File: config.mk
export PLATFORM = sky130hd
export DESIGN_NAME = mul_pipe_flat
export DESIGN_NICKNAME = d
export VERILOG_FILES = /design/src/rtl/mul_pipe_if.sv /design/src/rtl/mul_pipe.sv /design/src/flat_wrapper.sv
export SDC_FILE = /design/constraint.sdc
export NUM_CORES = 2
export LEC_CHECK = 0
export BUFFER_PORTS_ARGS = -buffer_cell sky130_fd_sc_hd__buf_2
export CORE_MARGIN = 3
export CORE_UTILIZATION = 30
export DETAILED_ROUTE_END_ITERATION = 6
export MAX_ROUTING_LAYER = met4
export PLACE_DENSITY_LB_ADDON = 0.3
export SYNTH_ARGS = -nofsm -noshare
export SYNTH_HDL_FRONTEND = slang
export SYNTH_SLANG_ARGS = --single-unit
export TNS_END_PERCENT = 100
File: constraint.sdc
create_clock -name clk -period 4.7 [get_ports clk]
set_clock_uncertainty 0.2 [all_clocks]
set_input_delay 0 -clock clk [delete_from_list [all_inputs] [get_ports clk]]
set_output_delay 0 -clock clk [all_outputs]
set_load 0.02 [all_outputs]
File: src/rtl/mul_pipe_if.sv
// Request/response handshake bundle for the mul_pipe multiplier.
// slave is the multiplier side, master the requester/consumer side.
interface mul_pipe_if #(
    parameter int unsigned WIDTH = 32,
    parameter int unsigned TAG_W = 5
) ();
    logic             in_valid;
    logic             in_ready;
    logic [1:0]       in_op;
    logic [WIDTH-1:0] in_a;
    logic [WIDTH-1:0] in_b;
    logic [TAG_W-1:0] in_tag;
    logic             out_valid;
    logic             out_ready;
    logic [WIDTH-1:0] out_result;
    logic [TAG_W-1:0] out_tag;

    modport slave (
        input  in_valid, in_op, in_a, in_b, in_tag, out_ready,
        output in_ready, out_valid, out_result, out_tag
    );

    modport master (
        output in_valid, in_op, in_a, in_b, in_tag, out_ready,
        input  in_ready, out_valid, out_result, out_tag
    );
endinterface

File: src/rtl/mul_pipe.sv
// Two-stage radix-4 Booth multiplier (MUL/MULH/MULHU/MULHSU) with valid/ready flow control.
// Define MUL_FLUSH_EN to add a flush input that drops all in-flight ops.
module mul_pipe #(
    parameter int unsigned WIDTH = 32,
    parameter int unsigned TAG_W = 5
) (
    input logic        clk,
    input logic        resetn,
`ifdef MUL_FLUSH_EN
    input logic        flush,
`endif
    mul_pipe_if.slave  bus
);
    localparam int unsigned XW   = WIDTH + 2;
    localparam int unsigned PW   = 2 * WIDTH;
    localparam int unsigned ROWS = XW / 2;

    logic flush_c;
`ifdef MUL_FLUSH_EN
    assign flush_c = flush;
`else
    assign flush_c = 1'b0;
`endif

    logic             s1_valid, s2_valid;
    logic [PW-1:0]    s1_sum, s1_carry;
    logic             s1_hi;
    logic [TAG_W-1:0] s1_tag, s2_tag;
    logic [WIDTH-1:0] s2_result;
    logic             s1_adv, s2_adv, accept;

    always_comb begin
        s2_adv         = !s2_valid || bus.out_ready;
        s1_adv         = !s1_valid || s2_adv;
        // resetn gating keeps in_ready low while reset is held
        bus.in_ready   = s1_adv && resetn && !flush_c;
        bus.out_valid  = s2_valid && !flush_c;
        bus.out_result = s2_result;
        bus.out_tag    = s2_tag;
        accept         = bus.in_valid && bus.in_ready;
    end

    // Operand extension: MULH treats both signed, MULHSU only a, others unsigned.
    logic          a_sgn, b_sgn;
    logic [XW-1:0] a_x, b_x;
    logic [PW-1:0] a_w;
    logic [XW:0]   b_pad;

    assign a_sgn = (bus.in_op == 2'b01) || (bus.in_op == 2'b11);
    assign b_sgn = (bus.in_op == 2'b01);
    assign a_x   = {{2{a_sgn & bus.in_a[WIDTH-1]}}, bus.in_a};
    assign b_x   = {{2{b_sgn & bus.in_b[WIDTH-1]}}, bus.in_b};
    assign a_w   = {{(PW-XW){a_x[XW-1]}}, a_x};
    assign b_pad = {b_x, 1'b0};

    logic [PW-1:0] pp [ROWS];

    for (genvar g = 0; g < ROWS; g++) begin : g_booth
        logic [2:0]    trip;
        logic [PW-1:0] mult;

        assign trip = b_pad[2*g+2 : 2*g];

        always_comb begin
            mult = '0;
            case (trip)
                3'b001, 3'b010: mult = a_w;
                3'b011:         mult = a_w << 1;
                3'b100:         mult = -(a_w << 1);
                3'b101, 3'b110: mult = -a_w;
                default:        mult = '0;
            endcase
        end

        assign pp[g] = mult << (2 * g);
    end

    // Carry-save reduction of the partial products down to a sum/carry pair.
    logic [PW-1:0] cs_s [ROWS-1];
    logic [PW-1:0] cs_c [ROWS-1];

    assign cs_s[0] = pp[0];
    assign cs_c[0] = pp[1];

    for (genvar g = 1; g < ROWS - 1; g++) begin : g_csa
        assign cs_s[g] = cs_s[g-1] ^ cs_c[g-1] ^ pp[g+1];
        assign cs_c[g] = ((cs_s[g-1] & cs_c[g-1]) | (cs_s[g-1] & pp[g+1]) |
                          (cs_c[g-1] & pp[g+1])) << 1;
    end

    logic [PW-1:0]    prod;
    logic [WIDTH-1:0] result_d;

    assign prod     = s1_sum + s1_carry;
    assign result_d = s1_hi ? prod[PW-1:WIDTH] : prod[WIDTH-1:0];

    always_ff @(posedge clk or negedge resetn) begin
        if (!resetn) begin
            s1_valid  <= 1'b0;
            s2_valid  <= 1'b0;
            s1_sum    <= '0;
            s1_carry  <= '0;
            s1_hi     <= 1'b0;
            s1_tag    <= '0;
            s2_result <= '0;
            s2_tag    <= '0;
        end else begin
            if (flush_c) begin
                s1_valid <= 1'b0;
                s2_valid <= 1'b0;
            end else begin
                if (s2_adv) s2_valid <= s1_valid;
                if (s1_adv) s1_valid <= accept;
            end
            if (accept) begin
                s1_sum   <= cs_s[ROWS-2];
                s1_carry <= cs_c[ROWS-2];
                s1_hi    <= (bus.in_op != 2'b00);
                s1_tag   <= bus.in_tag;
            end
            if (s2_adv && s1_valid) begin
                s2_result <= result_d;
                s2_tag    <= s1_tag;
            end
        end
    end
endmodule

File: src/flat_wrapper.sv
// flat-port wrapper written by rule: the top's interface ports become plain ports
module mul_pipe_flat 
#(
    parameter int unsigned WIDTH = 32,
    parameter int unsigned TAG_W = 5
)
  (clk, resetn, bus_in_valid, bus_in_op, bus_in_a, bus_in_b, bus_in_tag, bus_out_ready, bus_in_ready, bus_out_valid, bus_out_result, bus_out_tag);
  mul_pipe_if #(.WIDTH(WIDTH), .TAG_W(TAG_W)) bus_i ();
  input logic clk;
  input logic resetn;
  input wire logic [$bits(bus_i.in_valid)-1:0] bus_in_valid;
  input wire logic [$bits(bus_i.in_op)-1:0] bus_in_op;
  input wire logic [$bits(bus_i.in_a)-1:0] bus_in_a;
  input wire logic [$bits(bus_i.in_b)-1:0] bus_in_b;
  input wire logic [$bits(bus_i.in_tag)-1:0] bus_in_tag;
  input wire logic [$bits(bus_i.out_ready)-1:0] bus_out_ready;
  output wire logic [$bits(bus_i.in_ready)-1:0] bus_in_ready;
  output wire logic [$bits(bus_i.out_valid)-1:0] bus_out_valid;
  output wire logic [$bits(bus_i.out_result)-1:0] bus_out_result;
  output wire logic [$bits(bus_i.out_tag)-1:0] bus_out_tag;
  assign bus_i.in_valid = bus_in_valid;
  assign bus_i.in_op = bus_in_op;
  assign bus_i.in_a = bus_in_a;
  assign bus_i.in_b = bus_in_b;
  assign bus_i.in_tag = bus_in_tag;
  assign bus_i.out_ready = bus_out_ready;
  assign bus_in_ready = bus_i.in_ready;
  assign bus_out_valid = bus_i.out_valid;
  assign bus_out_result = bus_i.out_result;
  assign bus_out_tag = bus_i.out_tag;
  mul_pipe #(.WIDTH(WIDTH), .TAG_W(TAG_W)) u_core (.clk(clk), .resetn(resetn), .bus(bus_i));
endmodule
After elaboration in Yosys (flattened, before gate mapping)

Index checks and enable logic that the tools add are counted.
W data, S select, Z words.

Add/sub/neg operators: 3
Equality and inequality tests: 101
Muxes and demuxes: 18
Bitwise operators: 107
Reduce and logical (&&, ||, !) cells: 41

Operators by type and width:

| kind                 | count |
|---|---|
| $and A63 B63 Y63     | 45 |
| $xor A64 B64 Y64     | 30 |
| $or A63 B63 Y63      | 30 |
| $pmux W62 S4         | 1 |
| $pmux W60 S4         | 1 |
| $pmux W58 S4         | 1 |
| $pmux W56 S4         | 1 |
| $pmux W54 S4         | 1 |
| $pmux W52 S4         | 1 |
| $pmux W50 S4         | 1 |
| $pmux W48 S4         | 1 |
| $pmux W64 S3         | 1 |
| $pmux W46 S4         | 1 |
| $pmux W44 S4         | 1 |
| $pmux W42 S4         | 1 |
| $pmux W40 S4         | 1 |
| $pmux W38 S4         | 1 |
| $eq A3 B3 Y1 const B | 48 |
| $pmux W36 S4         | 1 |
| $pmux W34 S4         | 1 |
| $neg A64 Y64         | 2 |
| $pmux W32 S4         | 1 |
| $eq A3 B2 Y1 const B | 32 |
| $add A64 B64 Y64     | 1 |
| other kinds (10)     | 65 |

Bits in registers: 172
Input bits: 75
Output and inout port bits: 39
Logic and storage cells: 278

Longest topological paths before layout

Word-level depth: 50
Mapped depth: 44
Mapped depth without buffers: 40

Least setup slack after synthesis

Ideal clock, no wire load.

Path kind: input -> register
Start: in bus_in_a[0]
End: reg u_core.s1_sum[63]
Arrival: 11.011 ns
Data required time: 4.368 ns
Path slack: -6.643 ns
Stages: 39
Path buffers: 4
Cells stage by stage: clkbuf_1 > clkinv_1 > clkbuf_1 > ha_1 > or3b_1 > nor3_1 > nand4_1 > nor2_1 > clkbuf_1 > o22ai_1 > a31o_2 > clkbuf_1 > fa_1 > fa_1 > fa_1 > fa_1 > fa_1 > fa_1 > (+3 left out) > fa_1 > inv_1 > fa_1 > inv_1 > fa_1 > inv_1 > fa_1 > fa_1 > xnor2_1 > xnor2_1 > xnor2_1 > xnor3_1 > xnor2_1 > xnor2_1 > xnor3_1 > xnor2_1 > xnor2_1 > o21ai_1

Longest elaborated chain between the ends: 46
Elaborated cells between the ends (all ways): 119
Those cells by class: add/sub: 2; mux: 17; bitwise: 100

Ends and longest elaborated chain:

| what                                       | RTL line                       | RTL |
|---|---|---|
| from (decl)                                | flat_wrapper.sv:13             | `input wire logic [$bits(bus_i.in_a)-1:0] bus_in_a;` |
| $neg A64 Y64, on equally long branches     | mul_pipe.sv:70, mul_pipe.sv:69 |  |
| $pmux W62 S4, or another cell as far along | mul_pipe.sv:66                 | `case (trip)` |
| $and A63 B63 Y63                           | mul_pipe.sv:87                 | `assign cs_c[g] = ((cs_s[g-1] & cs_c[g-1]) \| (cs_s[g-1] & pp[g+1]) \|` |
| $or A63 B63 Y63 (2 in series)              | mul_pipe.sv:87                 |  |
| $and A63 B63 Y63                           | mul_pipe.sv:87                 |  |
| $or A63 B63 Y63 (2 in series)              | mul_pipe.sv:87                 |  |
| $and A63 B63 Y63                           | mul_pipe.sv:87                 |  |
| $or A63 B63 Y63 (2 in series)              | mul_pipe.sv:87                 |  |
| (+24 left out)                             | -                              |  |
| $and A63 B63 Y63                           | mul_pipe.sv:87                 |  |
| $or A63 B63 Y63 (2 in series)              | mul_pipe.sv:87                 |  |
| $and A63 B63 Y63                           | mul_pipe.sv:87                 |  |
| $or A63 B63 Y63 (2 in series)              | mul_pipe.sv:87                 |  |
| $and A63 B63 Y63                           | mul_pipe.sv:87                 |  |
| $or A63 B63 Y63 (2 in series)              | mul_pipe.sv:87                 |  |
| $xor A64 B64 Y64                           | mul_pipe.sv:86                 | `assign cs_s[g] = cs_s[g-1] ^ cs_c[g-1] ^ pp[g+1];` |
| $xor A64 B64 Y64 *                         | mul_pipe.sv:86                 |  |
| to (signal assigned)                       | mul_pipe.sv:116                | `s1_sum <= cs_s[ROWS-2];` |
| to (decl)                                  | mul_pipe.sv:26                 | `logic [PW-1:0] s1_sum, s1_carry;` |

Mark *: on every way between the ends. The rest lies on a longest branch, timed or not.
A chain may end at the register's enable or synchronous reset.

Worst setup path in the final report

Start: in bus_in_a[1]
End: reg u_core.s1_sum[35]

Same word-level chain as after synthesis.

==> impl_metrics.py <==
metrics = {
    "critical_path": {
        "cp_num_buf_inv": 3,
        "arrival_ns": 10.64,
        "critPathSlowestCell": "or4_1",
        "required_ns": 4.82,
        "cpLargestDelayFamily": "adder cells",
        "crit_type": "in -> reg",
        "end_kind": "register",
        "crit_path_start_kind": "input port",
        "cpPeakStageDelay_ns": 0.69,
        "cp_common_cell": "fa_2",
        "path_max_fanout": 3,
        "rrSetupSlack_ns": 0.37,
    },
    "clock_tree": {
        "cts.path.max_buffers": 2,
        "clk_latency_ns": 0.52,
        "cts_tree": "built",
        "cts_buffers": 17,
        "clk_pin_slew_ns": 0.12,
        "cts_root_buffer": "clkbuf_16",
        "cts_sinks": 156,
        "h-tree-depth": 4,
    },
    "grt": {
        "grt_pass1_vias": 50700,
        "antenna_found_initial": 8,
        "grt_max_degree": 92,
        "grt_pass1_wl_um": 364000,
        "grtUsageTotal_pct": 30.0,
        "overflow": 0,
    },
    "route": {
        "drtAntennaViolNets": 0,
        "first_pass_iters": 7,
        "via_count": 52600,
        "vias_per_cell": 5.93,
        "drt-initial-drc-count": 6217,
        "wl_per_cell_um": 28.5,
        "drc": 48,
        "wl_um": 252000,
    },
    "synthesis": {
        "avgSynthCellArea_um2": 7.89,
        "postSynth.asyncResetShare_pct": 100,
        "synth_edf_count": 0,
        "ys_seq_area_share_pct": 8.04,
        "ys_seq_elements": 156,
        "synthFlopType": "dfrtp_1",
        "yosys_warnings": 0,
        "syn_inst": 6157,
        "synth_nets": 7090,
        "netlist_area_mm2": 0.0486,
        "yosys.cell_types.count": 88,
    },
    "job": {
        "drv_cap": 0,
    },
    "timing": {
        "relSlewSlack_pct": 28.1,
        "finalCriticalPeriod_ns": 10.51,
        "setup_viol": 104,
        "layout_setup_ws_ns": -5.81,
        "tightest_slew_ns": 1.07,
        "hold_ws_ns": 0.0508,
        "grt_setup_unrepaired": "true",
        "hold_violations": 0,
        "fin_crit_sh_pct": 224,
        "slew_violations": 0,
        "fmax_mhz": 95.1,
    },
    "floorplan": {
        "dieWidth_um": 408,
        "core_area_mm2": 0.161,
        "die_area_mm2": 0.167,
        "die_h_um": 408,
        "num_rows": 147,
        "io_pins": 114,
        "start_util_pct": 30.2,
    },
    "place": {
        "dp_hpwl_um": 200000,
        "pre_cts_slack_ns": -6.83,
        "post-place-cells": 8741,
        "place_congestion": 1.00,
        "port_buffers": 113,
    },
    "outcome": {
        "status": "finished, violations left",
        "violations": "DRC, setup timing",
    },
    "layout": {
        "syn_to_final_growth_pct": 28.1,
        "final_cell_mix": "990 x buf_4, 824 x nand2_1, 460 x a21oi_1",
        "nNetsFinal": 7623,
        "stdcell_count": 8869,
        "drive_gt1_share_pct": 30.2,
        "layout.cells.most_common": "buf_4",
    },
    "min_path": {
        "hold_class": "in -> reg",
    },
}
layer usage:
| layer | GRT usage [%] | routed length (µm) | vias up |
|---|---|---|---|
| met4 | 11.8 | 12600 | 0 |
| met1 | 40.0 | 106000 | 26200 |
| met5 | - | 0 | - |
| li1 | - | - | 22900 |
| met3 | 4.49 | 21300 | 546 |
| met2 | 45.7 | 113000 | 3018 |
sequential cells by signal, summed over array words and instances (netlist names):
signal and cells:
u_core.bus.out_result 32, u_core.s1_hi 1, u_core.s1_carry 47, u_core.bus.out_tag 5, u_core.s1_sum 64, u_core.s1_valid 1
u_core.bus.out_valid 1, u_core.s1_tag 5
logic make-up after synthesis:
group / count (synthesis) / share of synthesized area [%]
simple gates: 1560 / 13.5
fa+ha+maj: 860 / 32.6
compound gates: 2085 / 27.6
xor+xnor: 380 / 6.94
flops: 156 / 8.04
buf+inv: 928 / 7.27
mux: 188 / 4.10
cell usage after synthesis (all sizes together), types with 73 or more instances:
library cell	instances	area (µm²)
nand2	840	3150
fa	676	13500
o21ai	532	2670
clkbuf	529	1990
a21oi	476	2390
nor2	440	1650
xnor2	253	2220
o22ai	238	1490
inv	233	875
ha	182	2280
dfrtp	156	3900
buf	154	627
mux2i	127	1270
xor2	124	1090
a221oi	111	972
o211ai	99	743
a22oi	94	711
a31oi	93	603
nor3	75	418
a221o	73	731
stage by stage:
| step | setup TNS, ns | utilization, % | cell area (µm²) |
|---|---|---|---|
| 2_1_floorplan | -496.70 | - | 49500 |
| 3_3_place_gp | -581.43 | 36.0 | 57900 |
| 3_5_place_dp | -582.86 | 36.0 | 57900 |
| 4_1_cts | -499.34 | 38.3 | 61600 |
| 5_1_grt | -518.82 | 38.7 | 62200 |
| 6_report | -502.72 | 38.7 | 62200 |
final cells by class:
| class | count | area, µm² |
|---|---|---|
| Tap cell | 2160 | 2700 |
| Sequential cell | 156 | 3910 |
| Multi-Input combinational cell | 5073 | 44400 |
| Timing Repair Buffer | 1197 | 9660 |
| Antenna cell | 6 | 15.0 |
| Clock inverter | 14 | 175 |
| Fill cell | 16500 | 98600 |
| Inverter | 245 | 935 |
| Clock buffer | 18 | 439 |
final timing paths:
path / from / endpoint / depth (start not counted)
min in group asynchronous: resetn / u_core.s1_sum[16] / 3
max in group asynchronous: resetn / u_core.bus.out_result[30] / 3
min: bus_in_valid / u_core.s1_sum[16] / 3
max reg2reg: u_core.s1_sum[25] / u_core.bus.out_result[24] / 13
max: bus_in_a[1] / u_core.s1_sum[35] / 28
min reg2reg: u_core.s1_tag[2] / u_core.bus.out_tag[2] / 2
worst min-delay path, stage by stage:
cell	delay (ns)
buf_2	0.10
nand2_4	0.26
mux2_2	0.34
what timing repair did:
item	in CTS	in global routing
cloned	5	1
setup buffers	62	26
endpoints found under the setup margin	103	106
hold buffers	9	0
pin swaps	246	168
gates resized for setup	593	122
endpoints found under the hold margin	164	0
Power is not shown: default switching activity piles up to over one toggle a cycle in this logic, so the estimate is an artifact.
